**src/rtl/c1_csum_ctrl.sv**
```systemverilog
// ============================================================================
// c1_csum_ctrl : ones' complement checksum controller over a valid/ready stream
// Optional block-verify flag enabled by defining C1_CSUM_VERIFY_EN.
// Revision: 1.0
// ============================================================================
`default_nettype none

module c1_csum_ctrl #(
  parameter int W  = 4,
  parameter int LW = 4
) (
  input  logic          clk,
  input  logic          rst,
  input  logic          start,
  input  logic [LW-1:0] len,
  input  logic [W-1:0]  in_data,
  input  logic          in_valid,
  output logic          in_ready,
  output logic          busy,
  output logic          done,
  output logic [W-1:0]  csum,
  output logic          chk_ok
);

  localparam logic [1:0] S_IDLE = 2'd0;
  localparam logic [1:0] S_ACC  = 2'd1;
  localparam logic [1:0] S_DONE = 2'd2;

  logic [1:0]    r_state;
  logic [W-1:0]  r_acc;
  logic [LW-1:0] r_cnt;
  logic [W-1:0]  r_csum;

  logic [W:0]    w_raw;
  logic [W-1:0]  w_sum;
  logic          w_xfer;
  logic          w_last;

  // End-around carry: folding the carry back in cannot carry out again.
  assign w_raw  = {1'b0, r_acc} + {1'b0, in_data};
  assign w_sum  = w_raw[W-1:0] + W'(w_raw[W]);
  assign w_xfer = (r_state == S_ACC) && in_valid;
  assign w_last = w_xfer && (r_cnt == LW'(1));

  always_ff @(posedge clk) begin
    if (rst) begin
      r_state <= S_IDLE;
      r_acc   <= '0;
      r_cnt   <= '0;
      r_csum  <= '0;
    end else begin
      case (r_state)
        S_IDLE: begin
          if (start) begin
            r_acc <= '0;
            if (len != '0) begin
              r_cnt   <= len;
              r_state <= S_ACC;
            end else begin
              r_csum  <= {W{1'b1}};
              r_state <= S_DONE;
            end
          end
        end
        S_ACC: begin
          if (w_xfer) begin
            r_acc <= w_sum;
            r_cnt <= r_cnt - LW'(1);
            // Checksum is captured on the last transfer so it is valid alongside done.
            if (w_last) begin
              r_csum  <= ~w_sum;
              r_state <= S_DONE;
            end
          end
        end
        S_DONE:  r_state <= S_IDLE;
        default: r_state <= S_IDLE;
      endcase
    end
  end

  assign in_ready = (r_state == S_ACC);
  assign busy     = (r_state == S_ACC) || (r_state == S_DONE);
  assign done     = (r_state == S_DONE);
  assign csum     = r_csum;

`ifdef C1_CSUM_VERIFY_EN
  logic r_chk_ok;

  always_ff @(posedge clk) begin
    if (rst) begin
      r_chk_ok <= 1'b0;
    end else if ((r_state == S_IDLE) && start && (len == '0)) begin
      r_chk_ok <= 1'b0;
    end else if (w_last) begin
      r_chk_ok <= (w_sum == {W{1'b1}});
    end
  end

  assign chk_ok = r_chk_ok;
`else
  assign chk_ok = 1'b0;
`endif

endmodule

`default_nettype wire

```
**config.mk**
```make
export PLATFORM = sky130hd
export DESIGN_NAME = c1_csum_ctrl
export DESIGN_NICKNAME = d
export VERILOG_FILES = /design/src/rtl/c1_csum_ctrl.sv
export SDC_FILE = /design/constraint.sdc
export NUM_CORES = 1
export LEC_CHECK = 0
export ABC_AREA = 1
export BUFFER_PORTS_ARGS = -buffer_cell sky130_fd_sc_hd__buf_4
export CORE_MARGIN = 5
export CORE_UTILIZATION = 55
export DETAILED_ROUTE_END_ITERATION = 12
export PLACE_DENSITY = 0.8
export SETUP_SLACK_MARGIN = 0.2
export SYNTH_ARGS = -nofsm -noshare
export SYNTH_HDL_FRONTEND = slang
export SYNTH_SLANG_ARGS = --single-unit
```
**constraint.sdc**
```tcl
create_clock -name clk -period 4.95 [get_ports clk]
set_input_delay 0.495 -clock clk [delete_from_list [all_inputs] [get_ports clk]]
set_output_delay 0.495 -clock clk [all_outputs]
set_load 0.005 [all_outputs]
```
==> out/qor.txt <==
number of H-tree levels - 1
Post-Layout Cell Count - 187
CTS tree - yes
post-route clock period utilization - 0.428
Period minus WS final - 2120 ps
largest net degree at the start of global routing - 14
worst vdd ir - 330 µV
Largest stage delay, worst path - 370 ps
Worst setup SP type - flip-flop
post-synth top area share - 0.282
global-route wire length before repair - 3410 µm
drt wl/cell - 10.7 µm
Diodes inserted - 0
f_max - 472 MHz
slowest cell on the critical path - fa_1
Pwr Density - 574 nW/µm²
WHS - 378 ps
Mapped Area - 992 µm²
placed cell count - 183
CTS buffer count - 3
Antenna Nets Post-Route - 0
clk sinks - 14
DR iter-0 viols - 8
GP Congestion - 0.817
core area - 1730 µm²
synthesized flop and latch total - 14
number of iterations in the first detailed-routing pass - 4
crit path max fanout - 3
Total Power - 0.675 mW
RSZ-0062 raised after global routing - no
Critical Path, Cell by Cell - ha_1 > inv_1 > fa_1 > inv_1 > a21oi_1 > o21bai_1 > ha_1 > nand2_1 > nand3b_1 > nand3_1 > nand3_1 > nor2_1 > nor2_1
register area share after synthesis - 0.282
DR vias - 914
top post-synthesis cells by area - dfxtp_1 (28%), ha_1 (14%), nand2_1 (9.5%)
Residual DRC - 0
Die Wd - 52.5 µm
clock skew - 3.72 ps
io pins - 20
CP Data Required Time - 5140 ps
top_reg_cell synth - dfxtp_1
final core utilization - 0.680
CTS hold repair buffers - 0
max cap viols - 0
Yosys top cell by area - dfxtp_1
syn nets - 167
initial antenna violation count - 0
status - finished clean
Final Setup Violations - 0
number of global-route vias before repair - 843
P&R area growth vs syn - 18.4%
clk root buf - clkbuf_4
total grt overflow - 0
HPWL Detailed - 1650 µm
FP Rows - 15
CP Class - reg2reg
Final Hold Fails - 0
Synth Area per Inst - 6.94 µm²
Clock Pin Slew Worst Setup and Hold Paths - 90 ps
commonest cells in the netlist - nand2_1 (25), inv_1 (23), dfxtp_1 (14), nor2_1 (14)
clock buffer depth - 2
Yosys warnings - 0
via/cell ratio - 4.89
setup TNS - 0 ps
HP Class - in2reg
total leakage power - 0.605 nW
Synth cell types - 26
port bufs - 18
EDFF count, synth - 0
ys async rst share - 0
Mapped Cells - 143
Total Routed Length - 2010 µm
WP data arrival - 2310 ps
Starting Density - 0.575
fin. max-slew vios - 0
post-CTS setup repair buffer count - 0
endpoint class of the critical path - flip-flop
cell with the most instances after synthesis - nand2_1
die area - 2750 µm²
PostCTS Resize Cnt - 0
Nets - 187
clk_lat worst skew - 280 ps
Die H - 52.5 µm
layout cells sized above 1 - 0.179
GRT Util Overall - 0.166
[through the flow]
stage	instance area (µm²)	setup slack, ps
2_1_floorplan	992	2880
3_3_place_gp	1140	2640
3_5_place_dp	1140	2590
4_1_cts	1170	2830
5_1_grt	1170	2670
6_report	1170	2830
[kinds of logic (layout without fill, tap and decap cells)]
kind of cell,Yosys count,count (layout),share of synthesized area
fa+ha+maj,12,12,0.159
xor+xnor,2,2,0.0177
flops,14,14,0.282
other cells,1,1,0.00378
simple gates,58,58,0.262
compound gates,28,28,0.158
buf+inv,28,47,0.117
[registers in the layout, indices dropped and copies added (netlist names)]
| signal | flops |
|---|---|
| r_acc | 4 |
| csum | 4 |
| r_state | 2 |
| r_cnt | 4 |
[critical path, delay by kind of cell, from the launching register on]
family	cells	cell delay, ps
flip-flops	1	350
AO/OA/AOI/OAI	2	210
buffers and inverters	2	140
AND/OR/NAND/NOR	6	580
adder cells (fa/ha/maj)	3	750
[per-layer routing]
metal / GRT usage / up-vias / share of wire
met4: 0.0894 / 0 / 0.010
li1: - / 495 / -
met3: 0.0370 / 4 / 0.038
met2: 0.285 / 16 / 0.49
met1: 0.189 / 399 / 0.46
met5: 0 / - / 0
[layout make-up]
class | instances | area (µm²)
sequential | 14 | 280
multi-input combinational | 101 | 596
fill | 167 | 552
clock buffer | 4 | 36.3
tap | 25 | 31.3
inverter | 25 | 96.3
timing repair buffer | 18 | 135
[report_power, final]
part	internal, mW	switching (mW)	leakage, nW
Combinational	0.167	0.234	0.468
Clock	0.0448	0.0394	0.0210
Sequential	0.160	0.0285	0.116
[layout by cell type, fill, tap and decap left out]
master / instances
nand2_1: 25
nand4_1: 2
clkbuf_8: 1
buf_4: 18
nor2_1: 14
o21ai_0: 12
inv_4: 1
inv_2: 1
fa_1: 1
conb_1: 1
dfxtp_1: 14
o21a_1: 1
ha_1: 11
clkbuf_4: 3
nand2_4: 1
a21boi_2: 1
nor2_2: 1
xor2_1: 1
xnor2_1: 1
inv_1: 23
nand3b_1: 1
nand3_1: 12
nand3_2: 1
o211a_1: 1
a21oi_1: 12
or2_2: 1
o21bai_1: 1
[final timing paths]
check	startpoint	end	slack, ps	cells past startpoint
hold / removal	rst	r_cnt[3]$_SDFFE_PP0P_	380	2
hold reg to reg	csum[1]$_SDFFE_PP0P_	csum[1]$_SDFFE_PP0P_	490	2
setup reg to reg	r_acc[0]$_SDFFE_PP0P_	csum[3]$_SDFFE_PP0P_	2830	13
setup / recovery	r_acc[0]$_SDFFE_PP0P_	csum[3]$_SDFFE_PP0P_	2830	13
Power figures use the tool's default switching activity.
